==> src/rtl/s444_resp_misr_if.sv <==
// Capture-window control, response input and signature result bundle for s444_resp_misr.
interface s444_resp_misr_if #(
  parameter int LEN_W = 8
) ();
  logic             start;
  logic [LEN_W-1:0] len;
  logic [5:0]       resp_in;
  logic             busy;
  logic             sig_valid;
  logic             sig_ready;
  logic [15:0]      signature;
  logic [7:0]       toggles;
  logic [LEN_W-1:0] samples;

  modport master (
    output start, len, resp_in, sig_ready,
    input  busy, sig_valid, signature, toggles, samples
  );

  modport slave (
    input  start, len, resp_in, sig_ready,
    output busy, sig_valid, signature, toggles, samples
  );
endinterface

==> src/rtl/s444_resp_misr.sv <==
// Response capture for the s444 core: compacts a window of 6-bit responses into a
// 16-bit MISR signature, counts toggles, and hands the result off via valid/ready.
module s444_resp_misr #(
  parameter logic [15:0] SEED  = 16'h0000,
  parameter int          LEN_W = 8
) (
  input logic          CK,
  input logic          RST,
  s444_resp_misr_if.slave bus
);

  typedef enum logic [1:0] {
    IDLE = 2'd0,
    RUN  = 2'd1,
    HOLD = 2'd2
  } state_t;

  state_t           state_q, state_d;
  logic             load, step;
  logic [LEN_W-1:0] remaining_q;
  logic [LEN_W-1:0] samples_q;
  logic [15:0]      sig_q;
  logic [7:0]       toggles_q;
  logic [5:0]       prev_q;

  // Taps 16,15,13,4 (bits 15,14,12,3); response folded into the low six bits.
  function automatic logic [15:0] misr_step(input logic [15:0] sig, input logic [5:0] resp);
    logic fb;
    fb = sig[15] ^ sig[14] ^ sig[12] ^ sig[3];
    return {sig[14:0], fb} ^ {10'b0, resp};
  endfunction

  function automatic logic [7:0] sat_inc(input logic [7:0] cnt);
    return (cnt == 8'hFF) ? cnt : cnt + 8'd1;
  endfunction

  always_ff @(posedge CK or posedge RST) begin
    if (RST) state_q <= IDLE;
    else     state_q <= state_d;
  end

  always_comb begin
    state_d = state_q;
    load    = 1'b0;
    step    = 1'b0;
    unique case (state_q)
      IDLE: begin
        if (bus.start) begin
          load    = 1'b1;
          state_d = (bus.len == '0) ? HOLD : RUN;
        end
      end
      RUN: begin
        step = 1'b1;
        if (remaining_q == LEN_W'(1)) state_d = HOLD;
      end
      HOLD: begin
        if (bus.sig_ready) state_d = IDLE;
      end
      default: state_d = IDLE;
    endcase
  end

  // Window datapath: load on accepted start, one sample per RUN cycle, frozen otherwise.
  always_ff @(posedge CK or posedge RST) begin
    if (RST) begin
      remaining_q <= '0;
      samples_q   <= '0;
      sig_q       <= SEED;
      toggles_q   <= 8'h00;
      prev_q      <= 6'h00;
    end else if (load) begin
      remaining_q <= bus.len;
      samples_q   <= '0;
      sig_q       <= SEED;
      toggles_q   <= 8'h00;
      prev_q      <= 6'h00;
    end else if (step) begin
      remaining_q <= remaining_q - LEN_W'(1);
      samples_q   <= samples_q + LEN_W'(1);
      sig_q       <= misr_step(sig_q, bus.resp_in);
      if (bus.resp_in != prev_q) toggles_q <= sat_inc(toggles_q);
      prev_q      <= bus.resp_in;
    end
  end

  assign bus.busy      = (state_q == RUN) || (state_q == HOLD);
  assign bus.sig_valid = (state_q == HOLD);
  assign bus.signature = sig_q;
  assign bus.toggles   = toggles_q;
  assign bus.samples   = samples_q;

endmodule

==> src/flat_wrapper.sv <==
// flat-port wrapper written by rule: the top's interface ports become plain ports
module s444_resp_misr_flat 
#(
  parameter logic [15:0] SEED  = 16'h0000,
  parameter int          LEN_W = 8
)
  (CK, RST, bus_start, bus_len, bus_resp_in, bus_sig_ready, bus_busy, bus_sig_valid, bus_signature, bus_toggles, bus_samples);
  s444_resp_misr_if #(.LEN_W(LEN_W)) bus_i ();
  input logic CK;
  input logic RST;
  input wire logic [$bits(bus_i.start)-1:0] bus_start;
  input wire logic [$bits(bus_i.len)-1:0] bus_len;
  input wire logic [$bits(bus_i.resp_in)-1:0] bus_resp_in;
  input wire logic [$bits(bus_i.sig_ready)-1:0] bus_sig_ready;
  output wire logic [$bits(bus_i.busy)-1:0] bus_busy;
  output wire logic [$bits(bus_i.sig_valid)-1:0] bus_sig_valid;
  output wire logic [$bits(bus_i.signature)-1:0] bus_signature;
  output wire logic [$bits(bus_i.toggles)-1:0] bus_toggles;
  output wire logic [$bits(bus_i.samples)-1:0] bus_samples;
  assign bus_i.start = bus_start;
  assign bus_i.len = bus_len;
  assign bus_i.resp_in = bus_resp_in;
  assign bus_i.sig_ready = bus_sig_ready;
  assign bus_busy = bus_i.busy;
  assign bus_sig_valid = bus_i.sig_valid;
  assign bus_signature = bus_i.signature;
  assign bus_toggles = bus_i.toggles;
  assign bus_samples = bus_i.samples;
  s444_resp_misr #(.SEED(SEED), .LEN_W(LEN_W)) u_core (.CK(CK), .RST(RST), .bus(bus_i));
endmodule
==> config.mk <==
export PLATFORM = sky130hd
export DESIGN_NAME = s444_resp_misr_flat
export DESIGN_NICKNAME = d
export VERILOG_FILES = /design/src/rtl/s444_resp_misr_if.sv /design/src/rtl/s444_resp_misr.sv /design/src/flat_wrapper.sv
export SDC_FILE = /design/constraint.sdc
export NUM_CORES = 1
export LEC_CHECK = 0
export ABC_CLOCK_PERIOD_IN_PS = 1600
export BUFFER_PORTS_ARGS = -buffer_cell sky130_fd_sc_hd__buf_4
export CAP_MARGIN = 20
export CORE_ASPECT_RATIO = 0.8
export CORE_MARGIN = 1
export CORE_UTILIZATION = 30
export DETAILED_ROUTE_END_ITERATION = 8
export SYNTH_ARGS = -nofsm -noshare
export SYNTH_HDL_FRONTEND = slang
export SYNTH_SLANG_ARGS = --single-unit
==> constraint.sdc <==
create_clock -name CK -period 1.6 [get_ports CK]
set_input_delay 0.48 -clock CK [delete_from_list [all_inputs] [get_ports CK]]
set_output_delay 0.48 -clock CK [all_outputs]
set_load 0.02 [all_outputs]
==> run metrics, run 1 <==
floorplan die height=83.0 um; number of buffers added to fix hold violations after cts=0; share of the synthesized area in the top cell type=48.8%; total nets after synthesis=274; Slowest-stage cell, CP=or4_4; Worst-Skew Late Latency=0.29 ns; power density cells=1460 mW/mm2; clock tree skew after final layout=0.00658 ns; Hold WS=0.231 ns; CTS sink cnt=48; Worst-path clk slew=0.09 ns; shortest clock period the worst path allows after layout=1.64 ns; critical-path maximum fanout=6; vias in the first global route=1993; endpoint required time on the critical path=1.83 ns; IR drop worst, VDD=461 uV; number of buffer and inverter instances along the worst setup path=0; unrepaired setup endpoints after global routing=true; synth warn=0; number of detailed-route iterations in the first pass=4; Clk Tree Root Cell=clkbuf_8; placer's final routability congestion estimate=0.826; TritonCTS buffer count=5; worst min path class=in2async; full die area=0.00857 mm2; Setup crit start kind=register; I/O pin count=52; highest cell delay on the worst timing path=0.51 ns; GRT Total Usage=13.5%; worst slew slack as a fraction of its limit=66.5%; maximum number of pins on one net before global-route repair=49; total number of placement rows=29; overflow left after global routing=0; mean routed wirelength per cell=12.8 um; final count of hold timing violations=0; most area-hungry cell type in the Yosys netlist=dfrtp_1; FF+latch count, synth=48; part of the Yosys area used for sequential elements=48.8%; Detailed Route Iter0 Violations=55; crit path cell chain=xor2_2 -> nor4_4 -> and2_4 -> or4_4 -> a21oi_2; Final Routed Wirelength=5620 um; top_reg_cell synth=dfrtp_1; Routed Antenna Nets=0; Post-Synthesis Cell Area=0.00246 mm2; Mean Syn Cell Area=9.88 um2; final layout net count=355; cell count after synthesis=249; initial antenna violation count=0; clock tree from TritonCTS=yes; via count=2063; dominant cells by area after synthesis=dfrtp_1 49%, mux2i_1 7.7%, nor2_1 5.3%; MaxCap Viol Count=0; maximum buffer depth of the clock tree=2; delay-heaviest family, CP=simple AND/OR/NAND/NOR gates; fraction of registers with async set/reset=100%; actual transition at the worst max-transition pin=0.497 ns; leakage=1.59 nW; arrival time reported for the critical path endpoint=1.86 ns; EDFF count, synth=0; most instantiated cells after synthesis=48 x dfrtp_1, 35 x nor2_1, 24 x nand2_1, 19 x mux2i_1, 14 x xnor2_1; post-detailed-placement half-perimeter wirelength=3820 um; number of buffer cells added on primary ports=51; kind of capture point of the worst setup path=register; vias per cell=4.70; final max-slew violation count=0; initial core utilization=31.0%; ANT cells=0; failing checks=setup timing; minimum setup slack in the final design=-0.0365 ns; number of setup violations in the final report=4; number of distinct standard cells referenced by the synthesized netlist=32; leading cell type by number of instances after synthesis=dfrtp_1; DP Worst Slack=-0.317 ns; first-pass GRT wire length=9130 um; share of post-route cells with drive strength above 1=37.2%; maximum clock rate=611 MHz; DIE WIDTH=103 um; area inside the core boundary=0.00795 mm2; worst setup path class=reg2reg; post-route fraction of the period consumed by the critical path=102%; layout-stage area growth over the synthesis result=42.3%; number of H-tree levels=2; status=finished with violations; DRC viols=0
-- kinds of logic (layout without fill, tap and decap cells) --
| family | count (synthesis) | count (layout) | share of synthesized area (%) |
|---|---|---|---|
| and+or+nand+nor | 93 | 93 | 17.8 |
| DFF | 48 | 48 | 48.8 |
| AOI/OAI and AO/OA | 36 | 36 | 9.15 |
| xor gates and xnor gates | 27 | 27 | 9.61 |
| muxes | 19 | 19 | 7.73 |
| buffers and inverters | 19 | 101 | 3.30 |
| adders and majority gates | 7 | 7 | 3.56 |
-- metrics by stage --
step | util (%) | cell area (um2) | setup TNS, ns | power [W] | std cells
detailed placement | 40.0 | 3180 | -1.78 | 0.00407 | 426
global route | 44.1 | 3500 | -0.848 | 0.00552 | 439
finish | 44.1 | 3500 | -0.0817 | 0.00512 | 439
CTS | 41.9 | 3330 | -0.268 | 0.00495 | 437
global placement | 40.0 | 3180 | -1.86 | 0.00404 | 426
floorplan | - | 2470 | -0.0924 | 0.00324 | 249
-- flip-flops by register name (all words and copies together) (netlist names) --
name	count
u_core.prev_q	6
u_core.remaining_q	8
u_core.state_q	2
u_core.bus.signature	16
u_core.bus.samples	8
u_core.bus.toggles	8
-- layout by cell type, fill, tap and decap left out, types with 2 or more instances in the layout --
| cell type | n |
|---|---|
| buf_4 | 78 |
| dfrtp_1 | 48 |
| nor2_1 | 35 |
| nand2_1 | 21 |
| mux2i_1 | 19 |
| xnor2_1 | 14 |
| o21ai_0 | 13 |
| xor2_1 | 12 |
| clkbuf_8 | 6 |
| buf_6 | 6 |
| nand4_1 | 5 |
| a211oi_1 | 5 |
| and3_1 | 4 |
| a21oi_1 | 4 |
| inv_1 | 4 |
| nand3_2 | 4 |
| nand2_2 | 3 |
| ha_1 | 3 |
| ha_4 | 3 |
| nor4b_2 | 2 |
| nor3_1 | 2 |
| or3_1 | 2 |
| inv_2 | 2 |
| clkinvlp_4 | 2 |
| nand3_1 | 2 |
| nor4_1 | 2 |
| o31ai_1 | 2 |
| or4_4 | 2 |
| a31oi_1 | 2 |
| o211ai_1 | 2 |
| nor3_2 | 2 |
| buf_12 | 2 |
-- worst min-delay path, cell delays in order --
cell and delay (ns):
buf_4 0.12, clkinvlp_4 0.07, buf_12 0.25
-- path summary, 6_finish.rpt --
check / start / end / slack [ns] / cells past startpoint
setup / recovery: u_core.prev_q[5] / u_core.bus.toggles[5] / -0.04 / 5
hold / removal: RST / u_core.bus.samples[3] / 0.23 / 3
setup reg to reg: u_core.prev_q[5] / u_core.bus.toggles[5] / -0.04 / 5
hold reg to reg: u_core.prev_q[1] / u_core.prev_q[1] / 0.55 / 2
max in group asynchronous: RST / u_core.remaining_q[0] / 1.13 / 3
min in group CK: bus_len[5] / u_core.remaining_q[5] / 0.39 / 3
-- layout make-up --
class                           count  area (um2)
Inverter                            7        30.0
Multi-Input combinational cell    182        1350
Timing Repair Buffer               86         693
Sequential cell                    48        1200
Fill cell                         780        4440
Clock buffer                        7        86.3
Tap cell                          108         135
Clock inverter                      1        7.51
-- per-layer routing --
layer  wire length (um)  global-route usage [%]  vias to the layer above
li1                   -                       -                     1019
met1               2740                    19.1                      995
met2               2580                    20.7                       45
met3                262                    3.79                        4
met4                 39                    2.69                        0
met5                  0                       0                        -
-- report_power, final --
part	switching [W]	internal (W)	leakage [nW]
Combinational	0.00129	0.00121	0.905
Clock	0.000397	0.000352	0.0445
Sequential	0.000317	0.00155	0.638
Total	0.00200	0.00312	1.59
-- what timing repair did --
| item | CTS | global route |
|---|---|---|
| buffers inserted | 3 | 3 |
| resized for setup | 9 | 30 |
| setup endpoints to repair | 12 | 22 |
| pin swaps | 6 | 19 |
No activity file was read; power rests on OpenSTA's default activity.
==> inputs of run 2 (changes only) <==
--- a/config.mk
+++ b/config.mk
@@ -5,12 +5,13 @@
 export SDC_FILE = /design/constraint.sdc
 export NUM_CORES = 1
 export LEC_CHECK = 0
-export ABC_CLOCK_PERIOD_IN_PS = 1600
+export ABC_CLOCK_PERIOD_IN_PS = 2100
 export BUFFER_PORTS_ARGS = -buffer_cell sky130_fd_sc_hd__buf_4
 export CAP_MARGIN = 20
 export CORE_ASPECT_RATIO = 0.8
 export CORE_MARGIN = 1
 export CORE_UTILIZATION = 30
+export CTS_BUF_LIST = sky130_fd_sc_hd__clkbuf_8
 export DETAILED_ROUTE_END_ITERATION = 8
 export SYNTH_ARGS = -nofsm -noshare
 export SYNTH_HDL_FRONTEND = slang
==> constraint.sdc (replaced) <==
create_clock -name CK -period 2.1 [get_ports CK]
set_input_delay 0.63 -clock CK [delete_from_list [all_inputs] [get_ports CK]]
set_output_delay 0.63 -clock CK [all_outputs]
set_load 0.02 [all_outputs]
==> run metrics, run 2 (same netlist as run 1, synthesis figures left out) <==
maximum number of pins on one net before global-route repair=49; first-pass GRT wire length=8830 um; number of buffer cells added on primary ports=51; share of post-route cells with drive strength above 1=22.8%; Post-DP Area=0.00300 mm2; layout-stage area growth over the synthesis result=26.7%; final max-slew violation count=0; CTS sink cnt=48; number of buffer and inverter instances along the worst setup path=2; final count of hold timing violations=0; I/O pin count=52; final layout net count=326; area inside the core boundary=0.00795 mm2; MaxCap Viol Count=0; arrival time reported for the critical path endpoint=1.22 ns; number of placed instances, taps included=402; commonest non-fill, non-tap cell in the layout=buf_4; R2R cell count=6; maximum clock rate=541 MHz; commonest non-fill, non-tap cells in the layout=55 x buf_4, 48 x dfrtp_1, 35 x nor2_1, 24 x nand2_1, 19 x mux2i_1; vias in the first global route=1835; number of setup violations in the final report=0; power density cells=1170 mW/mm2; critical-path maximum fanout=4; shortest clock period the worst path allows after layout=1.85 ns; full die area=0.00857 mm2; Cell Count, Final, Fillers Out=410; actual transition at the worst max-transition pin=0.435 ns; Setup crit start kind=register; worst r2r dst=u_core.bus.toggles[0]; worst setup path class=reg2out; number of buffers added to fix hold violations after cts=0; Worst-path clk slew=0.09 ns; floorplan die height=83.0 um; initial antenna violation count=0; post-route setup TNS=0 ns; status=finished, final reports clean; flop-to-flop setup slack=0.33 ns; Clk Tree Root Cell=clkbuf_8; via count=1944; post-detailed-placement half-perimeter wirelength=3830 um; Routed Antenna Nets=0; Detailed Route Iter0 Violations=80; endpoint required time on the critical path=1.47 ns; delay-heaviest family, CP=flip-flops; highest cell delay on the worst timing path=0.40 ns; placer's final routability congestion estimate=0.815; GRT Total Usage=13.2%; number of detailed-route iterations in the first pass=6; number of H-tree levels=2; max reg flops=16; TritonCTS buffer count=5; unrepaired setup endpoints after global routing=false; total number of placement rows=29; IR drop worst, VDD=401 uV; DRC viols=0; post-route fraction of the period consumed by the critical path=88.1%; start of the worst register-to-register path=u_core.state_q[1]; leakage=1.43 nW; post-CTS setup buffer count=0; post-cts resize count=0; Slowest-stage cell, CP=dfrtp_1; ANT cells=0; worst slew slack as a fraction of its limit=70.7%; mean routed wirelength per cell=13.1 um; Final Routed Wirelength=5350 um; vias per cell=4.74; Worst-Skew Late Latency=0.31 ns; crit path cell chain=inv_1 -> ha_1 -> buf_4; DIE WIDTH=103 um; final cell area excluding filler cells=0.00312 mm2; maximum buffer depth of the clock tree=2; kind of capture point of the worst setup path=primary output; overflow left after global routing=0; clock tree from TritonCTS=yes; worst min path class=in2async; clock tree skew after final layout=0.00838 ns; initial core utilization=31.0%
run 2: cell count changes in the layout (fill, tap and decap cells not counted), moves of 3 or more:
cell and change:
ha_4 -3, nand2_2 -3, nand2_1 +3, nand3_1 +4
buf_6 -6, buf_4 -23, nand3_2 -4, ha_1 +3
run 2: power by group:
part           total, W  switching (W)  internal [W]  leakage (nW)
Sequential      0.00143       0.000246       0.00118         0.638
Combinational   0.00150       0.000830      0.000672         0.734
Clock          0.000709       0.000319      0.000390        0.0614
Total           0.00364        0.00140       0.00225          1.43
run 2: worst max path at each step:
stage                       from                    end  slack (ns)  cells past startpoint
3_5_place_dp      bus_resp_in[5]  u_core.bus.toggles[6]        0.05                      6
6_report       u_core.state_q[0]               bus_busy        0.25                      3
2_1_floorplan     bus_resp_in[0]  u_core.bus.toggles[5]        0.28                      6
4_1_cts        u_core.state_q[0]               bus_busy        0.23                      3
5_1_grt        u_core.state_q[0]               bus_busy        0.17                      3
3_3_place_gp      bus_resp_in[1]  u_core.bus.toggles[5]        0.09                      6
run 2: layout make-up:
type	instances	area (um2)
inverter	7	26.3
clock buffer	6	82.6
clock inverter	2	38.8
sequential	48	1200
fill	786	4830
timing repair buffer	57	453
multi-input combinational	182	1180
tap	108	135
run 2: worst register-to-register path, stage by stage (launching register included):
cell     delay, ns
dfrtp_1       0.40
inv_1         0.09
ha_2          0.34
buf_12        0.26
nand2_1       0.14
or4_1         0.40
nand2_1       0.08
run 2: stage by stage:
step / hold slack [ns] / total power [W] / setup WS, ns / util, %
2_1_floorplan: 0.497 / 0.00247 / 0.280 / -
3_3_place_gp: 0.524 / 0.00294 / 0.0909 / 37.7
3_5_place_dp: 0.529 / 0.00297 / 0.0532 / 37.7
4_1_cts: 0.370 / 0.00370 / 0.232 / 39.3
5_1_grt: 0.378 / 0.00392 / 0.168 / 39.3
6_report: 0.359 / 0.00364 / 0.251 / 39.3
run 2: metal layers:
layer  share of wire, %  vias up  GRT usage (%)
met5                  0        -              0
met1                 50      937           18.8
met4                1.3        0           4.87
li1                   -      968              -
met3                5.0        6           3.54
met2                 44       33           19.1
==> inputs of run 3 (changes only) <==
--- a/config.mk
+++ b/config.mk
@@ -5,6 +5,7 @@
 export SDC_FILE = /design/constraint.sdc
 export NUM_CORES = 1
 export LEC_CHECK = 0
+export ABC_AREA = 1
 export ABC_CLOCK_PERIOD_IN_PS = 2100
 export BUFFER_PORTS_ARGS = -buffer_cell sky130_fd_sc_hd__buf_4
 export CAP_MARGIN = 20
@@ -13,6 +14,8 @@
 export CORE_UTILIZATION = 30
 export CTS_BUF_LIST = sky130_fd_sc_hd__clkbuf_8
 export DETAILED_ROUTE_END_ITERATION = 8
+export PLACE_DENSITY = 0.45
+export REMOVE_ABC_BUFFERS = 1
 export SYNTH_ARGS = -nofsm -noshare
 export SYNTH_HDL_FRONTEND = slang
 export SYNTH_SLANG_ARGS = --single-unit
==> run metrics, run 3 <==
floorplan die height=87.2 um; leakage=1.74 nW; Overall Power=0.00431 W; worst min path class=in2async; initial antenna violation count=0; Final Routed Wirelength=6720 um; number of buffers added to fix hold violations after cts=0; maximum number of pins on one net before global-route repair=21; worst setup path start=u_core.state_q[0]; FF+latch count, synth=48; worst slew slack as a fraction of its limit=71.9%; shortest clock period the worst path allows after layout=1.84 ns; final layout net count=441; ANT cells=0; commonest non-fill, non-tap cells in the layout=92 x nand2_1, 61 x buf_4, 58 x inv_1, 48 x dfrtp_1, 31 x nor2_1; leading cell type by number of instances after synthesis=nand2_1; DIE WIDTH=108 um; Worst-path clk slew=0.10 ns; post-detailed-placement half-perimeter wirelength=5130 um; vias per cell=4.59; actual transition at the worst max-transition pin=0.421 ns; top_reg_cell synth=dfrtp_1; mean routed wirelength per cell=12.7 um; part of the Yosys area used for sequential elements=44.1%; TritonCTS buffer count=5; start of the worst register-to-register path=u_core.state_q[0]; Setup crit start kind=register; maximum clock rate=545 MHz; max reg flops=16; fillers=930; most instantiated cells after synthesis=92 x nand2_1, 59 x inv_1, 48 x dfrtp_1, 31 x nor2_1; number of setup violations in the final report=0; layout-stage area growth over the synthesis result=25.3%; fraction of registers with async set/reset=100%; post-CTS setup buffer count=0; MaxCap Viol Count=0; IR drop worst, VDD=456 uV; number of detailed-route iterations in the first pass=4; crit path cell chain=inv_1 -> ha_1 -> buf_4; Slowest-stage cell, CP=dfrtp_1; highest cell delay on the worst timing path=0.38 ns; endpoint required time on the critical path=1.47 ns; CTS sink cnt=48; final max-slew violation count=0; post-route setup TNS=0 ns; commonest non-fill, non-tap cell in the layout=nand2_1; Routed Antenna Nets=0; first-pass GRT wire length=11700 um; number of H-tree levels=2; number of buffer and inverter instances along the worst setup path=2; Detailed Route Iter0 Violations=79; arrival time reported for the critical path endpoint=1.21 ns; area inside the core boundary=0.00863 mm2; I/O pin count=52; Layout Utilization=39.5%; flop-to-flop setup slack=0.34 ns; full die area=0.00946 mm2; kind of capture point of the worst setup path=primary output; Clk Tree Root Cell=clkbuf_8; DRC viols=0; R2R cell count=9; Worst-Skew Late Latency=0.31 ns; post-cts resize count=0; number of buffer cells added on primary ports=51; Mean Syn Cell Area=7.64 um2; most area-hungry cell type in the Yosys netlist=dfrtp_1; number of distinct standard cells referenced by the synthesized netlist=30; overflow left after global routing=0; clock tree from TritonCTS=yes; post-route fraction of the period consumed by the critical path=87.4%; clock tree skew after final layout=0.0136 ns; GRT Total Usage=15.9%; Post-Synthesis Cell Area=0.00272 mm2; cell count after synthesis=356; critical-path maximum fanout=3; unrepaired setup endpoints after global routing=false; delay-heaviest family, CP=flip-flops; maximum buffer depth of the clock tree=2; placer's final routability congestion estimate=0.767; share of the synthesized area in the top cell type=44.1%; synth warn=0; EDFF count, synth=0; initial core utilization=31.5%; power density cells=1270 mW/mm2; Levels on crit path=3; Hold WS=0.311 ns; via count=2428; total number of placement rows=30; dominant cells by area after synthesis=dfrtp_1 44%, nand2_1 13%, inv_1 8.1%; vias in the first global route=2367; worst setup path class=reg2out; status=finished, final reports clean; final count of hold timing violations=0; share of post-route cells with drive strength above 1=21.3%
run 3: changes by cell type in the layout (fill, tap and decap cells not counted), sizes merged, moves of 7 or more:
cell	before	now
nand2	24	94
inv	7	66
mux2i	19	0
o22ai	0	18
nand3	6	21
xor2	13	4
xnor2	14	6
a211oi	7	0
run 3: per-layer routing:
metal  vias to the layer above  GRT usage [%]  part of all wire [%]
li1                       1261              -                     -
met1                      1120           23.3                    53
met2                        37           23.2                    42
met3                        10           3.37                   3.8
met4                         0           4.79                   1.4
met5                         -              0                     0
run 3: worst register-to-register path: stages, from the launching register on:
cell and delay [ns]:
dfrtp_1 0.38, inv_1 0.07, ha_1 0.24, nand2_2 0.24
inv_2 0.13, nor2_2 0.14, nand4_4 0.19, nand3_4 0.18
nand2_1 0.07, nand2_1 0.07
run 3: cells by family (layout without fill, tap and decap cells):
family,after synthesis,after routing,synth area share [%]
buf+inv,75,136,11.0
simple gates,165,165,27.2
compound gates,51,51,11.2
xor+xnor,10,10,3.22
flops,48,48,44.1
fa+ha+maj,7,7,3.22
run 3: where the power goes:
group / internal [W] / total [W] / switching [W] / leakage, nW
Clock: 0.000390 / 0.000727 / 0.000338 / 0.0614
Sequential: 0.00121 / 0.00150 / 0.000285 / 0.640
Combinational: 0.000810 / 0.00209 / 0.00128 / 1.04
Total: 0.00241 / 0.00431 / 0.00190 / 1.74
run 3: stage by stage:
step                      std cells  setup slack [ns]  instance area (um2)
after global routing            529            0.0847                 3410
after CTS                       529             0.235                 3410
after global placement          521             0.316                 3290
after floorplan                 347             0.301                 2670
final                           529             0.264                 3410
after detailed placement        521             0.276                 3290
run 3: final cells by class:
cell class                 instances  area [um2]  share of cell area (%)
clock inverter                     2        38.8                    1.14
multi-input combinational        233        1220                    35.8
inverter                          66         248                    7.27
tap                              112         140                    4.11
timing repair buffer              62         478                    14.0
sequential                        48        1200                    35.2
clock buffer                       6        82.6                    2.42
run 3: final timing paths:
kind,to
worst max-delay path,bus_busy
worst min-delay path,u_core.bus.signature[15]
worst max register to register,u_core.bus.toggles[6]
worst min register to register,u_core.remaining_q[1]
max in group asynchronous,u_core.state_q[1]
min in group CK,u_core.remaining_q[1]
